--- config.mk ---
export PLATFORM = sky130hd
export DESIGN_NAME = stack_engine_flat
export DESIGN_NICKNAME = d
export VERILOG_FILES = /design/src/rtl/stack_engine_pkg.sv /design/src/rtl/stack_engine_if.sv /design/src/rtl/stack_engine_sp_unit.sv /design/src/rtl/stack_engine.sv /design/src/flat_wrapper.sv
export SDC_FILE = /design/constraint.sdc
export NUM_CORES = 1
export LEC_CHECK = 0
export ABC_AREA = 1
export ABC_CLOCK_PERIOD_IN_PS = 2000
export BUFFER_PORTS_ARGS = -buffer_cell sky130_fd_sc_hd__buf_2
export CAP_MARGIN = 20
export CELL_PAD_IN_SITES_DETAIL_PLACEMENT = 0
export CELL_PAD_IN_SITES_GLOBAL_PLACEMENT = 1
export CORE_MARGIN = 2
export CORE_UTILIZATION = 25
export DETAILED_ROUTE_END_ITERATION = 8
export GPL_TIMING_DRIVEN = 0
export PLACE_DENSITY_LB_ADDON = 0.1
export RECOVER_POWER = 100
export SLEW_MARGIN = 20
export SYNTH_ARGS = -nofsm -noshare
export SYNTH_HDL_FRONTEND = slang
export SYNTH_SLANG_ARGS = --single-unit
--- constraint.sdc ---
create_clock -name clock -period 2 [get_ports clock]
set_input_delay 0 -clock clock [delete_from_list [all_inputs] [get_ports clock]]
set_output_delay 0 -clock clock [all_outputs]
set_load 0.01 [all_outputs]
--- src/rtl/stack_engine_pkg.sv ---
// stack_engine_pkg: shared encodings for the stack engine.
//   op_e      - PUSH/POP opcode from the decoder
//   pair_e    - register pair selector (BC, DE, HL, AF)
//   state_e   - sequencing FSM states
//   REG_*     - register-file indices; REG_ZERO reads as zero and stands in for F
//   hi_reg / lo_reg - map a pair to its high/low register index
package stack_engine_pkg;

    typedef enum logic {
        OpPush = 1'b0,
        OpPop  = 1'b1
    } op_e;

    typedef enum logic [1:0] {
        PairBc = 2'd0,
        PairDe = 2'd1,
        PairHl = 2'd2,
        PairAf = 2'd3
    } pair_e;

    typedef enum logic [2:0] {
        StIdle,
        StPushHi,
        StPushLo,
        StPopLo,
        StPopHi
    } state_e;

    localparam logic [2:0] REG_B    = 3'd0;
    localparam logic [2:0] REG_C    = 3'd1;
    localparam logic [2:0] REG_D    = 3'd2;
    localparam logic [2:0] REG_E    = 3'd3;
    localparam logic [2:0] REG_H    = 3'd4;
    localparam logic [2:0] REG_L    = 3'd5;
    localparam logic [2:0] REG_ZERO = 3'd6;
    localparam logic [2:0] REG_A    = 3'd7;

    function automatic logic [2:0] hi_reg(pair_e p);
        case (p)
            PairBc:  return REG_B;
            PairDe:  return REG_D;
            PairHl:  return REG_H;
            default: return REG_A;
        endcase
    endfunction

    function automatic logic [2:0] lo_reg(pair_e p);
        case (p)
            PairBc:  return REG_C;
            PairDe:  return REG_E;
            PairHl:  return REG_L;
            default: return REG_ZERO;
        endcase
    endfunction

endpackage

--- src/rtl/stack_engine_if.sv ---
// stack_engine_if: memory req/ack bus between the stack engine and memory.
//   mem_addr  - access address          mem_wdata - write byte
//   mem_req   - request, held until ack mem_we    - 1=write, 0=read
//   mem_rdata - read byte, valid w/ ack mem_ack   - access complete at posedge
// Modports: master (stack engine side), slave (memory side).
interface stack_engine_if;
    logic [15:0] mem_addr;
    logic [7:0]  mem_wdata;
    logic        mem_req;
    logic        mem_we;
    logic [7:0]  mem_rdata;
    logic        mem_ack;

    modport master (
        output mem_addr, mem_wdata, mem_req, mem_we,
        input  mem_rdata, mem_ack
    );

    modport slave (
        input  mem_addr, mem_wdata, mem_req, mem_we,
        output mem_rdata, mem_ack
    );
endinterface

--- src/rtl/stack_engine_sp_unit.sv ---
// stack_engine_sp_unit: 16-bit stack pointer register.
//   clock, reset - clock and synchronous active-high reset (sp <= SP_RESET)
//   load/load_val - parallel load (highest priority after reset)
//   dec / inc     - modulo-2^16 decrement / increment by one
//   sp            - current stack pointer
module stack_engine_sp_unit #(
    parameter logic [15:0] SP_RESET = 16'hFFFE
) (
    input  logic        clock,
    input  logic        reset,
    input  logic        load,
    input  logic [15:0] load_val,
    input  logic        inc,
    input  logic        dec,
    output logic [15:0] sp
);

    logic [15:0] sp_q;

    always_ff @(posedge clock) begin
        if (reset) begin
            sp_q <= SP_RESET;
        end else if (load) begin
            sp_q <= load_val;
        end else if (dec) begin
            sp_q <= sp_q - 16'd1;
        end else if (inc) begin
            sp_q <= sp_q + 16'd1;
        end
    end

    assign sp = sp_q;

endmodule

--- src/rtl/stack_engine.sv ---
// stack_engine: sequences PUSH/POP of 16-bit register pairs between the 8-bit
// register file and memory, and owns SP.
//   clock, reset        - clock, synchronous active-high reset
//   start, op, pair     - decoder command (sampled in IDLE only)
//   busy, done          - status; done pulses on the final access's ack
//   sp_load/sp_load_val - SP load in IDLE (wins over start); sp - current SP
//   rf_out1/2_sel, rf_out1/2 - register-file read ports (high/low byte)
//   rf_data_in/_sel, rf_write_reg - register-file write-back on POP
//   flags_in/flags_out/flags_load - flag nibble for AF
//   mem                 - memory req/ack bus (stack_engine_if.master)
//   sp_fault            - guard fault pulse
// Build option: STACK_ENGINE_SP_GUARD_EN enables the SP_FLOOR push guard;
// without it sp_fault is tied low and every push proceeds.
module stack_engine
    import stack_engine_pkg::*;
#(
    parameter logic [15:0] SP_RESET = 16'hFFFE
`ifdef STACK_ENGINE_SP_GUARD_EN
    ,
    parameter logic [15:0] SP_FLOOR = 16'hC000
`endif
) (
    input  logic          clock,
    input  logic          reset,
    input  logic          start,
    input  logic          op,
    input  logic [1:0]    pair,
    output logic          busy,
    output logic          done,
    input  logic          sp_load,
    input  logic [15:0]   sp_load_val,
    output logic [15:0]   sp,
    output logic [2:0]    rf_out1_sel,
    output logic [2:0]    rf_out2_sel,
    input  logic [7:0]    rf_out1,
    input  logic [7:0]    rf_out2,
    output logic [7:0]    rf_data_in,
    output logic [2:0]    rf_data_in_sel,
    output logic          rf_write_reg,
    input  logic [3:0]    flags_in,
    output logic [3:0]    flags_out,
    output logic          flags_load,
    stack_engine_if.master mem,
    output logic          sp_fault
);

    state_e      state_q, state_d;
    pair_e       pair_q;
    logic        sp_inc, sp_dec, fault;
    logic        start_ok;
    logic        guard_hit;
    logic [15:0] addr_c;
    logic [7:0]  wdata_c;
    logic        req_c, we_c;

    // sp_load takes priority over start in the same IDLE cycle.
    assign start_ok = (state_q == StIdle) && start && !sp_load;

`ifdef STACK_ENGINE_SP_GUARD_EN
    logic [15:0] sp_minus2;
    assign sp_minus2 = sp - 16'd2;
    // sp < 2 means sp-2 wraps below zero: always below the floor.
    assign guard_hit = (sp < 16'd2) || (sp_minus2 < SP_FLOOR);
`else
    assign guard_hit = 1'b0;
`endif

    stack_engine_sp_unit #(
        .SP_RESET (SP_RESET)
    ) u_sp_unit (
        .clock    (clock),
        .reset    (reset),
        .load     ((state_q == StIdle) && sp_load),
        .load_val (sp_load_val),
        .inc      (sp_inc),
        .dec      (sp_dec),
        .sp       (sp)
    );

    always_ff @(posedge clock) begin
        if (reset) begin
            state_q <= StIdle;
            pair_q  <= PairBc;
        end else begin
            state_q <= state_d;
            if (start_ok) begin
                pair_q <= pair_e'(pair);
            end
        end
    end

    always_comb begin
        state_d = state_q;
        sp_inc  = 1'b0;
        sp_dec  = 1'b0;
        fault   = 1'b0;
        unique case (state_q)
            StIdle: begin
                if (start_ok) begin
                    if (op == OpPop) begin
                        state_d = StPopLo;
                    end else if (guard_hit) begin
                        fault = 1'b1;
                    end else begin
                        state_d = StPushHi;
                    end
                end
            end
            StPushHi: begin
                if (mem.mem_ack) begin
                    sp_dec  = 1'b1;
                    state_d = StPushLo;
                end
            end
            StPushLo: begin
                if (mem.mem_ack) begin
                    sp_dec  = 1'b1;
                    state_d = StIdle;
                end
            end
            StPopLo: begin
                if (mem.mem_ack) begin
                    sp_inc  = 1'b1;
                    state_d = StPopHi;
                end
            end
            StPopHi: begin
                if (mem.mem_ack) begin
                    sp_inc  = 1'b1;
                    state_d = StIdle;
                end
            end
            default: state_d = StIdle;
        endcase
    end

    // Outputs decode from state and SP only, so they hold for a whole access.
    // Strobes are masked by reset so an abort never commits a write or done.
    always_comb begin
        busy           = (state_q != StIdle);
        done           = 1'b0;
        rf_out1_sel    = 3'd0;
        rf_out2_sel    = 3'd0;
        rf_data_in     = 8'h00;
        rf_data_in_sel = 3'd0;
        rf_write_reg   = 1'b0;
        flags_out      = 4'h0;
        flags_load     = 1'b0;
        addr_c         = 16'h0000;
        wdata_c        = 8'h00;
        req_c          = 1'b0;
        we_c           = 1'b0;
        unique case (state_q)
            StPushHi, StPushLo: begin
                rf_out1_sel = hi_reg(pair_q);
                rf_out2_sel = lo_reg(pair_q);
                req_c       = 1'b1;
                we_c        = 1'b1;
                addr_c      = sp - 16'd1;
                if (state_q == StPushHi) begin
                    wdata_c = rf_out1;
                end else begin
                    wdata_c = (pair_q == PairAf) ? {flags_in, 4'b0000} : rf_out2;
                    done    = mem.mem_ack && !reset;
                end
            end
            StPopLo: begin
                req_c          = 1'b1;
                addr_c         = sp;
                rf_data_in     = mem.mem_rdata;
                rf_data_in_sel = lo_reg(pair_q);
                if (pair_q == PairAf) begin
                    flags_out  = mem.mem_rdata[7:4];
                    flags_load = mem.mem_ack && !reset;
                end else begin
                    rf_write_reg = mem.mem_ack && !reset;
                end
            end
            StPopHi: begin
                req_c          = 1'b1;
                addr_c         = sp;
                rf_data_in     = mem.mem_rdata;
                rf_data_in_sel = hi_reg(pair_q);
                rf_write_reg   = mem.mem_ack && !reset;
                done           = mem.mem_ack && !reset;
            end
            default: begin
                // A guarded push completes immediately from IDLE.
                done = fault && !reset;
            end
        endcase
    end

    assign sp_fault      = fault && !reset;
    assign mem.mem_addr  = addr_c;
    assign mem.mem_wdata = wdata_c;
    assign mem.mem_req   = req_c;
    assign mem.mem_we    = we_c;

endmodule

--- src/flat_wrapper.sv ---
// flat-port wrapper written by rule: the top's interface ports become plain ports
module stack_engine_flat import stack_engine_pkg::*;
#(
    parameter logic [15:0] SP_RESET = 16'hFFFE

)
  (clock, reset, start, op, pair, busy, done, sp_load, sp_load_val, sp, rf_out1_sel, rf_out2_sel, rf_out1, rf_out2, rf_data_in, rf_data_in_sel, rf_write_reg, flags_in, flags_out, flags_load, sp_fault, mem_mem_addr, mem_mem_wdata, mem_mem_req, mem_mem_we, mem_mem_rdata, mem_mem_ack);
  stack_engine_if mem_i ();
  input  logic clock;
  input  logic reset;
  input  logic start;
  input  logic op;
  input  logic [1:0] pair;
  output logic busy;
  output logic done;
  input  logic sp_load;
  input  logic [15:0] sp_load_val;
  output logic [15:0] sp;
  output logic [2:0] rf_out1_sel;
  output logic [2:0] rf_out2_sel;
  input  logic [7:0] rf_out1;
  input  logic [7:0] rf_out2;
  output logic [7:0] rf_data_in;
  output logic [2:0] rf_data_in_sel;
  output logic rf_write_reg;
  input  logic [3:0] flags_in;
  output logic [3:0] flags_out;
  output logic flags_load;
  output logic sp_fault;
  output wire logic [$bits(mem_i.mem_addr)-1:0] mem_mem_addr;
  output wire logic [$bits(mem_i.mem_wdata)-1:0] mem_mem_wdata;
  output wire logic [$bits(mem_i.mem_req)-1:0] mem_mem_req;
  output wire logic [$bits(mem_i.mem_we)-1:0] mem_mem_we;
  input wire logic [$bits(mem_i.mem_rdata)-1:0] mem_mem_rdata;
  input wire logic [$bits(mem_i.mem_ack)-1:0] mem_mem_ack;
  assign mem_mem_addr = mem_i.mem_addr;
  assign mem_mem_wdata = mem_i.mem_wdata;
  assign mem_mem_req = mem_i.mem_req;
  assign mem_mem_we = mem_i.mem_we;
  assign mem_i.mem_rdata = mem_mem_rdata;
  assign mem_i.mem_ack = mem_mem_ack;
  stack_engine #(.SP_RESET(SP_RESET)) u_core (.clock(clock), .reset(reset), .start(start), .op(op), .pair(pair), .busy(busy), .done(done), .sp_load(sp_load), .sp_load_val(sp_load_val), .sp(sp), .rf_out1_sel(rf_out1_sel), .rf_out2_sel(rf_out2_sel), .rf_out1(rf_out1), .rf_out2(rf_out2), .rf_data_in(rf_data_in), .rf_data_in_sel(rf_data_in_sel), .rf_write_reg(rf_write_reg), .flags_in(flags_in), .flags_out(flags_out), .flags_load(flags_load), .mem(mem_i), .sp_fault(sp_fault));
endmodule
==> metrics.txt, run 1 <==
syn_nets=514; PwrDens=747.1 nW/um2; Final HPWL DP=8007 um; final wirelength=10430 um; Post-Layout Cell Count=719; Initial Util=25.94%; # H-tree levels=1; CTS Buf Count=3; drt initial violations=135; worst-path cell chain=inv_1 -> nor3_4 -> nor2_4 -> clkbuf_2 -> o22ai_1 -> buf_2; dpl cells=707; MaxCap Viol Count=0; crit-path max cell delay=0.43 ns; Vias=3326; clock slew at reported path FFs=0.11 ns; Post-synth EDFFs=0; chip height=102.2 um; leakage=1.861 nW; Worst IR Drop VDD=0.3371 mV; root buffer cell=clkbuf_8; Avg Inst Size Synth=5.236 um2; # diodes=0; crit share post-route=92.15%; Critical Path Start Type=flop; Synth area leader=nand2_1; Slowest cell on crit path=dfxtp_1; Area Growth Syn to Fin=38.55%; crit path time final=1.843 ns; Total Nets Final=645; port buffer count=118; core area=9284 um2; worst r2r path cells=10; number of global-route vias before repair=3245; CTS tree=done; Post-Syn Instances=460; Worst setup EP type=output pin; Setup Fix Bufs, Post-CTS=0; Finished Core Util=35.94%; Residual DRC=0; Placer Congestion=0.8628; # IOs=120; Worst Hold Path Cells=5; Least-Margin Pin Slew=0.6164 ns; most area-consuming cells after synthesis=nand2_1 (22%), dfxtp_1 (17%), nand3_1 (12%); outcome=completed; WS Path Type=reg -> out; sequential area share after synthesis=17.45%; vias per inst=4.626; Clock Latency Late Sink=0.28 ns; first-pass GRT wire length=16440 um; FP Rows=35; Main synth FF type=dfxtp_1; asr flop ratio synth=0%; WL/cell=14.50 um; post-route ant nets=0; #FFs+latches synth=21; final slew viol count=0; CTS sink count=21; Max clock buf depth=2; initial antenna violation count=0; total grt overflow=0; synthesized cell area=2409 um2; Arr. time, crit path=1.84 ns; WP data required=2.00 ns; Pre-antenna DRT Iters=4; Yosys cell types=31; worst-path fanout max=10; layout cells sized above 1=25.08%; largest net degree at the start of global routing=13; f_max=542.6 MHz; post-synth top area share=22.44%; synth warn=0; synth cell count leaders=nand2_1 (144), nor2_1 (72), nand3_1 (57); final worst slack=0.1569 ns; Fin. Hold Viols=0; worst setup skew after layout=0.009143 ns; Worst Hold Class=in -> reg; Slew HR=58.91%; DIE WIDTH=102.2 um; Setup TNS Final=0 ns; die footprint=10440 um2; DP Worst Slack=0.06110 ns; Total GRT Usage=20.32%; RSZ-0062 raised after global routing=true; count leader, synth=nand2_1; overall power=2.493 mW; Final setup violation count=0
==> critical path, delay by kind of cell, from the launching register on <==
kind	cells	cell delay, ns
DFF	1	0.43
and+or+nand+nor	2	0.38
AOI/OAI and AO/OA	1	0.22
buffers and inverters	3	0.52
==> area by class of cell <==
cell class / instances / area (um2)
buffer: 20 / 110.1
clock buffer: 3 / 41.29
clock inverter: 1 / 5.005
fill: 1120 / 5947
inverter: 56 / 214.0
multi-input combinational: 363 / 1730
sequential: 21 / 422.9
tap: 129 / 161.4
timing repair buffer: 126 / 651.9
==> cell usage in the layout, fill, tap and decap left out, types with 2 or more instances in the layout <==
cell type / instances
a21oi_1: 12
a31oi_1: 4
buf_2: 108
buf_4: 4
clkbuf_1: 21
clkbuf_2: 2
clkbuf_8: 3
clkinv_2: 2
dfxtp_1: 19
dfxtp_2: 2
dlygate4sd3_1: 8
inv_1: 50
inv_2: 3
nand2_1: 143
nand2_2: 4
nand2_4: 3
nand3_1: 57
nand3b_1: 3
nand4_1: 5
nor2_1: 65
nor2_2: 5
nor2_4: 4
o211ai_1: 3
o21ai_0: 26
o21ai_1: 8
o22ai_1: 3
xor2_1: 9
==> final timing paths <==
path	startpoint	endpoint	slack, ns
setup / recovery	u_core.state_q[2]$_SDFFE_PP0P_	mem_mem_addr[8]	0.16
hold / removal	sp_load_val[14]	u_core.u_sp_unit.sp[14]$_SDFFE_PP1P_	0.01
setup reg to reg	u_core.state_q[2]$_SDFFE_PP0P_	u_core.u_sp_unit.sp[5]$_SDFFE_PP1P_	0.19
hold reg to reg	u_core.state_q[0]$_SDFFE_PP0P_	u_core.state_q[0]$_SDFFE_PP0P_	0.52
==> metrics by stage <==
step / hold slack (ns) / cell area [um2]
2_1_floorplan: 0.06907 / 2409
3_3_place_gp: 0.2124 / 3161
3_5_place_dp: 0.2199 / 3161
4_1_cts: 0.01117 / 3293
5_1_grt: 0.06085 / 3337
6_report: 0.01286 / 3337
==> sequential cells by signal (all words and copies together), names as in the netlist <==
name                 count
u_core.u_sp_unit.sp     16
u_core.state_q           3
u_core.pair_q            2
==> report_power, final <==
group          internal [mW]  switching [mW]
combinational          0.533            1.02
sequential             0.496           0.111
clock                  0.140           0.189
total                   1.17            1.32
==> logic make-up after synthesis <==
family	share of synthesized area [%]
AND/OR/NAND/NOR	51.95
flip-flops	17.45
adder cells (fa/ha/maj)	1.039
other	0.1557
XOR/XNOR	3.637
buffers and inverters	13.09
AO/OA/AOI/OAI	12.68
==> what timing repair did <==
item	4_1_cts	5_1_grt
hold buffers	8	0
setup endpoints to repair	16	27
hold endpoints to repair	10	0
resized for setup	5	24
pin swaps	0	0
==> metal layers <==
metal  global-route usage, %  up-vias  share of wire, %
met2                   33.96       86                46
li1                        -     1729                 -
met4                   3.897        0               1.0
met5                       0        -                 0
met3                   3.010        8               5.5
met1                   28.00     1503                47
Note: power is estimated with default switching activity, not from simulation.
==> inputs of run 2 (changes only) <==
ABC_CLOCK_PERIOD_IN_PS = 2350   (was 2000)
clock period = 2.35 ns   (was 2 ns; I/O delays follow)
==> metrics.txt, run 2 (synthesized netlist as in run 1, its figures left out) <==
outcome=completed; crit path time final=2.139 ns; first-pass GRT wire length=16420 um (-0.12%); chip height=102.2 um (unchanged); vias per inst=4.665 (+0.84%); top flop regs=u_core.u_sp_unit.sp x16, u_core.state_q x3, u_core.pair_q x2; Total Nets Final=645 (unchanged); Slowest cell on crit path=clkbuf_1; DIE WIDTH=102.2 um (unchanged); FP Rows=35 (unchanged); Setup Fix Bufs, Post-CTS=0 (unchanged); Final setup violation count=0 (unchanged); worst-path cell chain=nor2_1 -> nand2_2 -> nand2_4 -> clkbuf_1 -> nand2_1 -> o21ai_0 -> buf_2; Worst setup EP type=output pin; Fin. Hold Viols=0 (unchanged); MaxCap Viol Count=0 (unchanged); die footprint=10440 um2 (unchanged); f_max=467.4 MHz; Setup TNS Final=0 ns (unchanged); worst-path fanout max=10 (unchanged); # fillers=1138 (+1.6%); PwrDens=644.9 nW/um2 (-14%); port buffer count=118 (unchanged); Worst Hold Class=in -> reg; core area=9284 um2 (unchanged); Arr. time, crit path=2.14 ns (+0.30 ns); commonest non-fill, non-tap cells in the layout=nand2_1 (145), nor2_1 (72), buf_2 (66); Finished Core Util=34.70% (-1.2 points); Final HPWL DP=8007 um (unchanged); # diodes=0 (unchanged); Clock Latency Late Sink=0.28 ns (about the same); initial antenna violation count=0 (unchanged); final wirelength=10400 um (-0.25%); Biggest register=u_core.u_sp_unit.sp; Initial Util=25.94% (unchanged); clock slew at reported path FFs=0.11 ns (about the same); root buffer cell=clkbuf_8; Slew HR=51.83% (-7.1 points); # IOs=120 (unchanged); final slew viol count=0 (unchanged); number of global-route vias before repair=3237 (-0.25%); layout cells sized above 1=15.93% (-9.2 points); WL/cell=14.47 um (-0.25%); worst setup skew after layout=0.01109 ns (+0.001951 ns); leakage=1.685 nW (-9.5%); Worst IR Drop VDD=0.2792 mV (-17%); CTS sink count=21 (unchanged); Least-Margin Pin Slew=0.7225 ns (+0.1061 ns); Total GRT Usage=20.31% (about the same); Placer Congestion=0.8628 (unchanged); commonest non-fill, non-tap cell in the layout=nand2_1; Max clock buf depth=2 (unchanged); WP data required=2.35 ns (+0.35 ns); total grt overflow=0 (unchanged); CTS tree=done; max reg flops=16 (unchanged); CTS Buf Count=3 (unchanged); largest net degree at the start of global routing=13 (unchanged); crit share post-route=91.04%; WS Path Type=reg -> out; post-route ant nets=0 (unchanged); RSZ-0062 raised after global routing=false; Area Growth Syn to Fin=33.77%; Critical Path Start Type=flop; Pre-antenna DRT Iters=4 (unchanged); drt initial violations=160 (+19%); Vias=3354 (+0.84%); # H-tree levels=1 (unchanged); Residual DRC=0 (unchanged); crit-path max cell delay=0.54 ns (+0.11 ns)
[run 2: layout make-up]
class                   instances  area, um2  share of cell area (%)
flip-flops and latches         21      421.7                   13.09
plain buffers                  20      101.3                   3.146
inverters                      56      216.5                   6.718
repair buffers                126      604.3                   18.76
clock buffers                   3      41.29                   1.282
clock inverters                 1      5.005                  0.1553
multi-input cells             363       1670                   51.84
well taps                     129      161.4                   5.010
[run 2: final timing paths]
| kind | startpoint | end | slack (ns) | depth (start not counted) |
|---|---|---|---|---|
| max | u_core.state_q[1]$_SDFFE_PP0P_ | mem_mem_addr[13] | 0.21 | 7 |
| min | sp_load_val[14] | u_core.u_sp_unit.sp[14]$_SDFFE_PP1P_ | 0.01 | 5 |
| max reg2reg | u_core.state_q[0]$_SDFFE_PP0P_ | u_core.u_sp_unit.sp[0]$_SDFFE_PP0P_ | 0.23 | 7 |
| min reg2reg | u_core.pair_q[0]$_SDFFE_PP0P_ | u_core.pair_q[0]$_SDFFE_PP0P_ | 0.51 | 2 |
[run 2: worst max-delay path: cells and delay by family, from the launching register on]
kind,cells,cell delay [ns]
and+or+nand+nor,4,0.61
AOI/OAI and AO/OA,1,0.14
DFF,1,0.36
buffers and inverters,2,0.73
[run 2: timing repair]
action | 4_1_cts | 5_1_grt
setup endpoints to repair | 0 | 1
hold buffers | 8 | 0
resized for setup | 0 | 2
hold endpoints to repair | 10 | 0
[run 2: report_power, final]
group / internal (mW) / total [mW] / switching [mW]
Clock: 0.119 / 0.278 / 0.159
Sequential: 0.421 / 0.514 / 0.0927
Combinational: 0.421 / 1.29 / 0.864
[run 2: stage by stage]
stage          setup slack (ns)  instances  total power [mW]  area [um2]  hold WS, ns
3_3_place_gp             0.4077        707             1.819        3161       0.2124
2_1_floorplan            0.7881        460             1.345        2409      0.06907
4_1_cts                  0.1905        719             2.123        3287      0.01117
3_5_place_dp             0.4111        707             1.821        3161       0.2199
5_1_grt                0.005753        719             2.293        3222      0.06085
6_report                 0.2107        719             2.078        3222      0.01490
[run 2: metal layers]
metal  GRT usage, %  part of all wire (%)  up-vias
met5              0                     0        -
met3          3.010                   4.2       10
li1               -                     -     1717
met1          27.92                    49     1538
met4          3.897                   1.3        0
met2          34.01                    46       89
==> inputs of run 3 (changes only) <==
ABC_AREA = 0   (was 1)
==> metrics.txt, run 3 <==
outcome=completed; synth cell count leaders=nand2_1 (39), o21ai_0 (33), nor2_1 (27); Total GRT Usage=19.98% (-0.33 points); leakage=1.500 nW (-11%); WL/cell=17.56 um (+21%); Arr. time, crit path=2.31 ns (+0.17 ns); #FFs+latches synth=21 (unchanged); port buffer count=118 (unchanged); worst setup skew after layout=0.01054 ns (-0.0005573 ns); Main synth FF type=dfxtp_1; Storage cell area=432.9 um2 (+2.7%); clock slew at reported path FFs=0.09 ns (-0.02 ns); Initial Util=25.92% (-0.027 points); chip height=99.55 um (-2.6%); Least-Margin Pin Slew=0.9515 ns (+0.2290 ns); Setup TNS Final=0 ns (unchanged); CTS tree=done; Biggest register=u_core.u_sp_unit.sp; vias per inst=5.295 (+13%); die footprint=9909 um2 (-5.0%); synth warn=0 (unchanged); worst-path fanout max=12 (+2); Avg Inst Size Synth=6.654 um2 (+27%); clock share of power=17.7% (+4.3 points); Seq pwr share=30.9% (+6.2 points); Final HPWL DP=7677 um (-4.1%); sequential area share after synthesis=18.42% (+0.97 points); MaxCap Viol Count=0 (unchanged); PwrDens=461.2 nW/um2 (-28%); sw power=0.6979 mW (-37%); Placer Congestion=0.8064 (-6.5%); Yosys cell types=56 (+81%); # IOs=120 (unchanged); drt initial violations=122 (-24%); syn_nets=397 (-23%); Residual DRC=0 (unchanged); FP Rows=34 (-2.9%); WS Path Type=reg -> out; WP data required=2.35 ns (about the same); root buffer cell=clkbuf_8; Fin. Hold Viols=0 (unchanged); Clock Latency Late Sink=0.28 ns (about the same); most area-consuming cells after synthesis=dfxtp_1 (18%), o21ai_0 (7.2%), nand2_1 (6.4%); final slew viol count=0 (unchanged); CTS sink count=21 (unchanged); area of the multi-input gates=1819 um2 (+8.9%); Pint=0.8426 mW (-12%); post-route ant nets=0 (unchanged); crit share post-route=98.14% (+7.1 points); # H-tree levels=1 (unchanged); RSZ-0062 raised after global routing=true; f_max=433.6 MHz (-7.2%); number of global-route vias before repair=2886 (-11%); Critical Path Start Type=flop; top flop regs=u_core.u_sp_unit.sp x16, u_core.state_q x3, u_core.pair_q x2; commonest non-fill, non-tap cell in the layout=buf_2; Final setup violation count=0 (unchanged); first-pass GRT wire length=15780 um (-3.9%); total grt overflow=0 (unchanged); initial antenna violation count=0 (unchanged); final wirelength=10260 um (-1.4%); synthesized cell area=2282 um2 (-5.2%); commonest non-fill, non-tap cells in the layout=buf_2 (109), nand2_1 (39), o21ai_0 (31); count leader, synth=nand2_1; Total Nets Final=531 (-18%); largest net degree at the start of global routing=12 (-1); Area Growth Syn to Fin=46.38%; max reg flops=16 (unchanged); Synth area leader=dfxtp_1; Logic pwr share=51.4% (-10 points); DIE WIDTH=99.55 um (-2.6%); CTS Buf Count=3 (unchanged); Max clock buf depth=2 (unchanged); layout cells sized above 1=36.34% (+20 points); flop-to-flop setup slack=0.12 ns (-0.11 ns); Slew HR=34.76% (-17 points); Worst Hold Class=in -> reg; switch share=45.30% (-8.4 points); Post-Syn Instances=343 (-25%); # fillers=993 (-13%); Pre-antenna DRT Iters=4 (unchanged); overall power=1.541 mW (-26%); Worst setup EP type=output pin; post-synth top area share=18.42% (-4.0 points); crit path time final=2.306 ns (+0.1670 ns); # diodes=0 (unchanged); Post-synth EDFFs=0 (unchanged); Vias=3092 (-7.8%); asr flop ratio synth=0% (unchanged); Worst IR Drop VDD=0.2136 mV (-24%); core area=8806 um2 (-5.1%)
run 3: cells by family (layout without fill, tap and decap cells):
logic type	after synthesis	count (layout)	share of synthesized area, %
multiplexers	7	7	3.180
flip-flops	21	21	18.42
adder cells (fa/ha/maj)	2	2	1.096
buffers and inverters	41	174	8.004
AO/OA/AOI/OAI	107	107	29.99
AND/OR/NAND/NOR	152	152	34.54
other	1	1	0.1643
XOR/XNOR	12	12	4.606
run 3: worst max-delay path: stages, from the launching register on:
cell	delay, ns
dfxtp_4	0.40
inv_4	0.07
ha_4	0.13
or4b_4	0.50
or4_4	0.54
a21oi_2	0.15
o22ai_2	0.09
buf_2	0.14
run 3: cell type report:
type	count	area share, %
inverters	9	1.086
well taps	108	4.045
repair buffers	135	22.10
plain buffers	26	4.007
clock buffers	4	1.348
multi-input cells	281	54.46
flip-flops and latches	21	12.96
run 3: path summary, 6_finish.rpt:
check                                                         start                             endpoint  cells after the start
worst max register to register  u_core.u_sp_unit.sp[3]$_SDFFE_PP1P_  u_core.u_sp_unit.sp[7]$_SDFFE_PP1P_                      6
worst min register to register  u_core.u_sp_unit.sp[0]$_SDFFE_PP0P_  u_core.u_sp_unit.sp[0]$_SDFFE_PP0P_                      1
worst min-delay path                                 sp_load_val[0]  u_core.u_sp_unit.sp[0]$_SDFFE_PP0P_                      3
worst max-delay path            u_core.u_sp_unit.sp[0]$_SDFFE_PP0P_                     mem_mem_addr[10]                      7
run 3: timing repair:
action / 4_1_cts / 5_1_grt
hold buffers: 10 / 0
pin swaps: 1 / 2
endpoints found under the setup margin: 43 / 34
resized for setup: 29 / 25
buffers inserted: 2 / 5
endpoints found under the hold margin: 10 / 0
run 3: per-layer routing:
layer	track usage (%)	routed length, um
met4	4.636	117
met5	0	0
met1	26.56	4831
met2	33.78	4731
met3	3.373	575
run 3: power by group through the flow:
stage	Clock [mW]	Combinational (mW)	Sequential (mW)
finish	0.273	0.792	0.476
global placement	0	0.753	0.456
CTS	0.278	0.783	0.460
global route	0.288	0.872	0.483
detailed placement	0	0.756	0.457
floorplan	0	0.447	0.459
run 3: metrics by stage:
stage | instances | instance area (um2) | hold slack [ns] | util (%) | worst slack [ns]
floorplan | 343 | 2282 | 0.1217 | - | 0.007741
global placement | 569 | 3008 | 0.2189 | 34.16 | -0.2928
detailed placement | 569 | 3008 | 0.2255 | 34.16 | -0.3147
CTS | 583 | 3249 | 0.009840 | 36.90 | 0.006638
global route | 584 | 3341 | 0.02227 | 37.94 | -0.03595
finish | 584 | 3341 | 0.004760 | 37.94 | 0.04371
